--- config.mk ---
export PLATFORM = sky130hd
export DESIGN_NAME = wb_stage
export DESIGN_NICKNAME = d
export VERILOG_FILES = /design/src/rtl/mips_pkg.sv /design/src/rtl/wb_select.sv /design/src/rtl/wb_stage.sv
export SDC_FILE = /design/constraint.sdc
export NUM_CORES = 1
export LEC_CHECK = 0
export ABC_AREA = 1
export BUFFER_PORTS_ARGS = -buffer_cell sky130_fd_sc_hd__buf_2
export CORE_MARGIN = 8
export CORE_UTILIZATION = 50
export DETAILED_ROUTE_END_ITERATION = 10
export HOLD_SLACK_MARGIN = 0.15
export PLACE_DENSITY_LB_ADDON = 0.08
export SYNTH_ARGS = -nofsm -noshare
export SYNTH_HDL_FRONTEND = slang
export SYNTH_SLANG_ARGS = --single-unit
--- constraint.sdc ---
create_clock -name clk -period 2.7 [get_ports clk]
set_clock_uncertainty 0.1 [all_clocks]
set_input_delay 0.135 -clock clk [delete_from_list [all_inputs] [get_ports clk]]
set_output_delay 0.135 -clock clk [all_outputs]
set_load 0.02 [all_outputs]
--- src/rtl/mips_pkg.sv ---
// mips_pkg
// Shared definitions for the pipelined MIPS core: datapath widths, the
// hard-wired zero register index, the writeback select encoding, the
// MEM/WB bundle layout, and a helper that turns the MEM-stage control bits
// into a writeback select.
package mips_pkg;

   localparam int DATA_W = 32;
   localparam int REG_W  = 5;
   localparam logic [4:0] REG_ZERO = 5'd0;

   typedef enum logic [1:0] {
      WB_ALU  = 2'd0,
      WB_MEM  = 2'd1,
      WB_LINK = 2'd2
   } wb_sel_t;

   typedef struct packed {
      logic                     v;
      logic                     rw;
      wb_sel_t                  sel;
      logic [REG_W-1:0]         dst;
      logic signed [DATA_W-1:0] alu;
      logic signed [DATA_W-1:0] rdata;
      logic [DATA_W-1:0]        pc4;
      logic                     done;
   } memwb_t;

   // Link (jal/jalr) takes precedence over a load so the return address
   // always lands in the destination register.
   function automatic wb_sel_t sel_encode(input logic link, input logic memtoreg);
      if (link)
         return WB_LINK;
      else if (memtoreg)
         return WB_MEM;
      else
         return WB_ALU;
   endfunction

endpackage

--- src/rtl/wb_select.sv ---
// wb_select
// Combinational 3:1 writeback mux. Shared between the writeback stage and
// the forwarding unit so both see exactly the same selected value.
// Ports:
//   sel   - writeback source (ALU result, load data, link address)
//   alu   - ALU result
//   rdata - data-memory read data
//   pc4   - PC+4 of the instruction
//   y     - selected value, a straight copy with no extension
module wb_select
   import mips_pkg::*;
#(
   parameter int W = 32
) (
   input  wb_sel_t            sel,
   input  logic signed [W-1:0] alu,
   input  logic signed [W-1:0] rdata,
   input  logic [W-1:0]       pc4,
   output logic signed [W-1:0] y
);

   // The unused encoding falls back to the ALU result so the mux never
   // produces an unknown value.
   always_comb begin
      y = alu;
      case (sel)
         WB_ALU:  y = alu;
         WB_MEM:  y = rdata;
         WB_LINK: y = pc4;
         default: y = alu;
      endcase
   end

endmodule

--- src/rtl/wb_stage.sv ---
// wb_stage
// MEM/WB pipeline register and writeback controller. Captures each result
// leaving MEM, selects the writeback value, drives the register-file write
// port, mirrors that write to the forwarding unit and counts retirements.
// Ports:
//   clk, rst                      - clock, synchronous active-high reset
//   mem_valid/regwrite/memtoreg/link/dst/alu/rdata/pc4
//                                 - instruction leaving the MEM stage
//   stall                         - hold the current entry
//   flush                         - replace the current entry with a bubble
//   regwrite, write_reg, write_data
//                                 - register-file write port
//   fwd_valid, fwd_reg, fwd_data  - forwarding copy of the current write
//   retired                       - retired valid instruction count
module wb_stage #(
   parameter int DATA_W = 32,
   parameter int REG_W  = 5,
   parameter int CNT_W  = 32
) (
   input  logic                     clk,
   input  logic                     rst,
   input  logic                     mem_valid,
   input  logic                     mem_regwrite,
   input  logic                     mem_memtoreg,
   input  logic                     mem_link,
   input  logic [REG_W-1:0]         mem_dst,
   input  logic signed [DATA_W-1:0] mem_alu,
   input  logic signed [DATA_W-1:0] mem_rdata,
   input  logic [DATA_W-1:0]        mem_pc4,
   input  logic                     stall,
   input  logic                     flush,
   output logic                     regwrite,
   output logic [REG_W-1:0]         write_reg,
   output logic signed [DATA_W-1:0] write_data,
   output logic                     fwd_valid,
   output logic [REG_W-1:0]         fwd_reg,
   output logic signed [DATA_W-1:0] fwd_data,
   output logic [CNT_W-1:0]         retired
);

   import mips_pkg::*;

   logic                     v_q;
   logic                     rw_q;
   wb_sel_t                  sel_q;
   logic [REG_W-1:0]         dst_q;
   logic signed [DATA_W-1:0] alu_q;
   logic signed [DATA_W-1:0] rdata_q;
   logic [DATA_W-1:0]        pc4_q;
   logic                     done_q;
   logic signed [DATA_W-1:0] wb_value;
   logic                     writes_reg;

   // Stage register plus retire counter. An entry retires on the edge that
   // ends its first live cycle, which is the same edge the register file
   // commits it; afterwards 'done' marks it so a stall cannot retire or
   // write it again. The counter is independent of flush/stall because
   // whatever was live during this cycle has already been committed.
   always_ff @(posedge clk) begin
      if (rst) begin
         v_q     <= 1'b0;
         rw_q    <= 1'b0;
         sel_q   <= WB_ALU;
         dst_q   <= '0;
         alu_q   <= '0;
         rdata_q <= '0;
         pc4_q   <= '0;
         done_q  <= 1'b0;
         retired <= '0;
      end else begin
         if (v_q && !done_q)
            retired <= retired + CNT_W'(1);

         if (flush) begin
            v_q    <= 1'b0;
            done_q <= 1'b0;
         end else if (stall) begin
            if (v_q)
               done_q <= 1'b1;
         end else begin
            v_q     <= mem_valid;
            rw_q    <= mem_regwrite;
            sel_q   <= sel_encode(mem_link, mem_memtoreg);
            dst_q   <= mem_dst;
            alu_q   <= mem_alu;
            rdata_q <= mem_rdata;
            pc4_q   <= mem_pc4;
            done_q  <= 1'b0;
         end
      end
   end

   wb_select #(
      .W(DATA_W)
   ) u_wb_select (
      .sel   (sel_q),
      .alu   (alu_q),
      .rdata (rdata_q),
      .pc4   (pc4_q),
      .y     (wb_value)
   );

   // $0 is hard-wired, so writes to it are never committed nor forwarded.
   // Forwarding ignores 'done': a held entry is still the youngest value.
   assign writes_reg = v_q & rw_q & (dst_q != REG_W'(REG_ZERO));
   assign regwrite   = writes_reg & ~done_q;
   assign write_reg  = dst_q;
   assign write_data = wb_value;
   assign fwd_valid  = writes_reg;
   assign fwd_reg    = dst_q;
   assign fwd_data   = wb_value;

endmodule

After elaboration in Yosys (flattened, before gate mapping)
Cells that the tools add are included.
Storage, ports and cells
  register bits: 138
  input port bits: 109
  output and inout bits: 108
  word-level logic and storage cells: 27
Operators by class
  $add $sub $neg: 1
  equal/unequal tests: 2
  mux-type cells: 3
  bitwise gates (word level): 6
  reduce and logical (&&, ||, !) cells: 6
Operators by type and width (number)
  case mux 32 bit (2 select lines): 1
  adder 32 x 1 -> 32 bit (second input constant): 1
  nonzero test 5 bit: 1
  bitwise AND 1 bit: 3
  inverter 1 bit: 3
  OR reduction 3 bit: 1
  equality test 2 x 1 -> 1 bit (second input constant): 1
  equality test 2 bit (second input constant): 1
  2-to-1 mux 2 bit: 1
  AND reduction 2 bit: 1
  OR reduction 2 bit: 1
  logical AND 1 bit: 1
  zero test 1 bit: 1
  2-to-1 mux 1 bit: 1

Logic depth before layout (Yosys ltp)
  depth after elaboration: 3
  gate-level depth with buffers: 9
  mapped depth without buffers: 9

Hierarchy
A second synthesis with hierarchy kept.
Second synthesis, totals
  cell total of the unflattened synthesis: 995
  area, all modules: 6605.1 um2
By module, submodules not included
  wb_stage: times used 1, cells an instance 785, area an instance 5726.7 um2, seq. area each 2762.6 um2
  wb_select: times used 1, cells an instance 210, area an instance 878.3 um2, seq. area each 0.0 um2

Worst setup path after synthesis
No wires, ideal clock.
  path kind: register -> output
  from: reg sel_q[0]
  to: out write_data[0]
  data arrival time: 1846 ps
  data required time: 2465 ps
  path slack: 619 ps
  stages on the path, launching flop included: 9
  buffers on the path: 3
  cells stage by stage: dfxtp_1 > inv_1 > ha_1 > clkbuf_1 > inv_1 > clkbuf_1 > nor2_1 > a21oi_1 > buf_4
Between the ends
  word-level cells in the longest chain between the ends: 2
  elaborated cells on any way between the ends: 3
  those cells by class: 2 x eq/ne; 1 x mux
RTL lines
  from (decl): RTL line wb_stage.sv:45  | wb_sel_t sel_q;
  from (signal assigned): RTL line wb_stage.sv:83  | sel_q <= sel_encode(mem_link, mem_memtoreg);
  equality test 2 bit or equality test 2 x 1 -> 1 bit (tied branches): RTL line wb_select.sv:26  | case (sel)
  case mux 32 bit (2 select lines) *: RTL line wb_select.sv:26
  to (decl): RTL line wb_stage.sv:34  | output logic signed [DATA_W-1:0] write_data,
Mark *: on every way between the ends. The rest lies on a longest branch, timed or not.

Final worst setup path
  from: reg sel_q[0]
  to: out fwd_data[31]
Between the ends
  word-level cells in the longest chain between the ends: 2
  elaborated cells on any way between the ends: 3
  those cells by class: 2 x eq/ne; 1 x mux
RTL lines
  equality test 2 bit or equality test 2 x 1 -> 1 bit (tied branches): RTL line wb_select.sv:26
  case mux 32 bit (2 select lines) *: RTL line wb_select.sv:26
  to (decl): RTL line wb_stage.sv:37  | output logic signed [DATA_W-1:0] fwd_data,
Marks and branches as above.

==> flow_metrics.tcl <==
set metrics [dict create \
    worstRegToRegCells 9 \
    synth-compound-area-share 0.154 \
    crit_path_max_fanout 32 \
    drive_gt1_frac 0.234 \
    crit_end "fwd_data[31]" \
    place_ws_ns 0.809 \
    cts-root-buf "clkbuf_16" \
    synth_top_family_by_area "simple AND/OR/NAND/NOR gates" \
    busiest_layer "met2" \
    critical_path_class "reg -> out" \
    vias_per_cell 5.03 \
    finalWeightedCongestion 0.840 \
    fin_tns_setup_ns 0 \
    grt_use_met3 0.0596 \
    core_mm2 0.0126 \
    synth_async_sr_flop_share 0 \
    ys_top_cells_by_area "dfxtp_1 43%, nor2_1 17%, o21ai_0 8.6%, a21oi_1 5.9%, nand2_1 5.8%" \
    tightest_slew_ns 0.876 \
    areaGrowthSynthToFinish_pct 41.7 \
    place_hpwl_um 12600 \
    timing.rr.end "retired[10]" \
    first_global_vias 6878 \
    fp.dieArea_mm2 0.0166 \
    finalPower_mw 5.66 \
    fp.dieH_um 129 \
    syn_area_mm2 0.00639 \
    clk_latency_ns 0.41 \
    yosys.area.top_type "dfxtp_1" \
    maxSlewViolCount 0 \
    cp_data_arrival_time_ns 2.09 \
    rows 41 \
    start_kind "register" \
    yosys.area.top_type_share 0.433 \
    synth_nets 1035 \
    synth-adder-area-share 0.00588 \
    muxShareOfSynthArea 0 \
    drtIter0Drc 497 \
    cts_tree "done" \
    irDropWorstVdd_mv 0.364 \
    required_ns 2.47 \
    drc 0 \
    hold_class "reg -> reg" \
    gr-total-overflow 0 \
    rsz0062_at_grt "no" \
    synthDistinctLibCells 34 \
    fmax_ghz 0.430 \
    clock_path_buffers 2 \
    grt_use_met2 0.436 \
    synth_common_cells "294 x nor2_1, 138 x dfxtp_1, 110 x o21ai_0" \
    hold_viol 0 \
    numCtsBuffers 17 \
    synth_edf_count 0 \
    startpoint "sel_q[0]" \
    crit_top_cell "inv_1" \
    groute.layer.met1.usage 0.269 \
    synthSimpleGateAreaFrac 0.299 \
    vias 6940 \
    wl_um 20600 \
    synth-xor-area-share 0.00274 \
    grt_pass1_wl_um 32600 \
    grt_usage 0.245 \
    period_share 0.862 \
    slowest_delay_ns 0.37 \
    ios 217 \
    power.leakage_nw 4.36 \
    layout.nets 1305 \
    antenna_found_initial 1 \
    clock-sinks 138 \
    ys_seq_area_frac 0.433 \
    grt_max_degree 103 \
    crit_path_cell_trace "inv_1 -> ha_1 -> inv_1 -> buf_4 -> nor2_1 -> a21oi_1 -> buf_2" \
    clk_pin_slew_ns 0.06 \
    drtPass1Iterations 6 \
    die_w_um 129 \
    ant_nets 0 \
    finalSetupViolCount 0 \
    synth_warnings 0 \
    slowest_stage "dfxtp_1" \
    critPathCaptureType "primary output" \
    yosysMostFrequentCell "nor2_1" \
    ys.flop_type "dfxtp_1" \
    cts_max_level 4 \
    cap_viol_max_count 0 \
    worst_slack_ns 0.374 \
    syn_inst 923 \
    power-per-cell-area_mw_per_mm2 625 \
    min_period_ns 2.33 \
    relSlewSlack 0.416 \
    ys_ff_latch 138 \
    port_buffers 216 \
    start_util 0.508 \
    syn_avg_cell_area_um2 6.92 \
    status "completed" \
    wl_per_cell_um 14.9 \
    rrSetupSlack_ns 1.07 \
    r2r_start "retired[0]" \
]
[worst max-delay path, delay by kind of cell (launching register included)]
family | cells | cell delay [ns]
fa+ha+maj | 1 | 0.30
flops | 1 | 0.37
simple gates | 1 | 0.07
compound gates | 1 | 0.24
buf+inv | 4 | 0.70
[cells in the final DEF, fill, tap and decap left out, types with 2 or more instances in the layout]
cell type	instances
nor2_4	8
nand2_2	5
nand4_1	9
a31oi_1	2
nand3_2	3
clkbuf_8	2
dlygate4sd3_1	111
clkbuf_16	17
o21ai_1	2
nor2_1	293
inv_1	47
nor2_2	2
ha_1	3
dfxtp_1	138
clkbuf_1	5
nor2_8	2
nor3_1	5
o21ai_0	110
xor2_1	2
nand3_1	15
a21oi_1	75
bufinv_16	5
nand2_1	99
clkinv_2	4
nor3b_1	2
a211oi_1	3
buf_2	216
buf_4	9
inv_2	3
nand2_4	2
[how the worst min path moves through the flow]
stage                        from          end  slack [ns]  cells past startpoint
floorplan                   stall          v_q        0.13                      1
global placement      mem_pc4[20]    pc4_q[20]        0.26                      3
detailed placement  mem_rdata[26]  rdata_q[26]        0.26                      3
CTS                    retired[9]   retired[9]        0.36                      2
global route           mem_pc4[3]     pc4_q[3]        0.38                      4
finish                 retired[9]   retired[9]        0.36                      2
[power breakdown]
| part | switching (mW) | internal [mW] | total [mW] | leakage, nW |
|---|---|---|---|---|
| sequential | 0.0554 | 2.14 | 2.20 | 1.13 |
| combinational | 0.565 | 0.368 | 0.933 | 2.91 |
| clock | 0.843 | 1.68 | 2.53 | 0.312 |
| total | 1.46 | 4.20 | 5.66 | 4.36 |
[kinds of logic (layout without fill, tap and decap cells)]
| group | after synthesis | in the layout |
|---|---|---|
| AO/OA/AOI/OAI | 194 | 194 |
| AND/OR/NAND/NOR | 449 | 449 |
| other | 0 | 1 |
| adder cells (fa/ha/maj) | 3 | 3 |
| buffers and inverters | 137 | 420 |
| flip-flops | 138 | 138 |
| XOR/XNOR | 2 | 2 |
[stage by stage]
step,cell area [um2],util,hold WS [ns],cells
2_1_floorplan,6390,-,0.131,923
3_3_place_gp,7300,0.581,0.257,1235
3_5_place_dp,7300,0.581,0.261,1235
4_1_cts,9050,0.720,0.360,1378
5_1_grt,9050,0.720,0.376,1379
6_report,9050,0.720,0.358,1379
[metal layers]
layer,vias up,part of all wire
met5,-,0
met4,0,0.031
met3,57,0.065
met2,257,0.51
met1,3169,0.39
li1,3457,-
[repair_timing]
| action | 4_1_cts | 5_1_grt |
|---|---|---|
| buffers inserted | 0 | 0 |
| hold endpoints to repair | 114 | 0 |
| gates resized for setup | 0 | 0 |
| hold buffers | 111 | 0 |
[area by class of cell]
cell class,count,area [um2]
antenna,1,2.50
timing repair buffer,337,2280
tap,172,215
inverter,51,193
fill,1027,3520
multi-input combinational,648,2960
clock buffer,24,472
clock inverter,8,165
sequential,138,2760
Power figures use the tool's default switching activity.
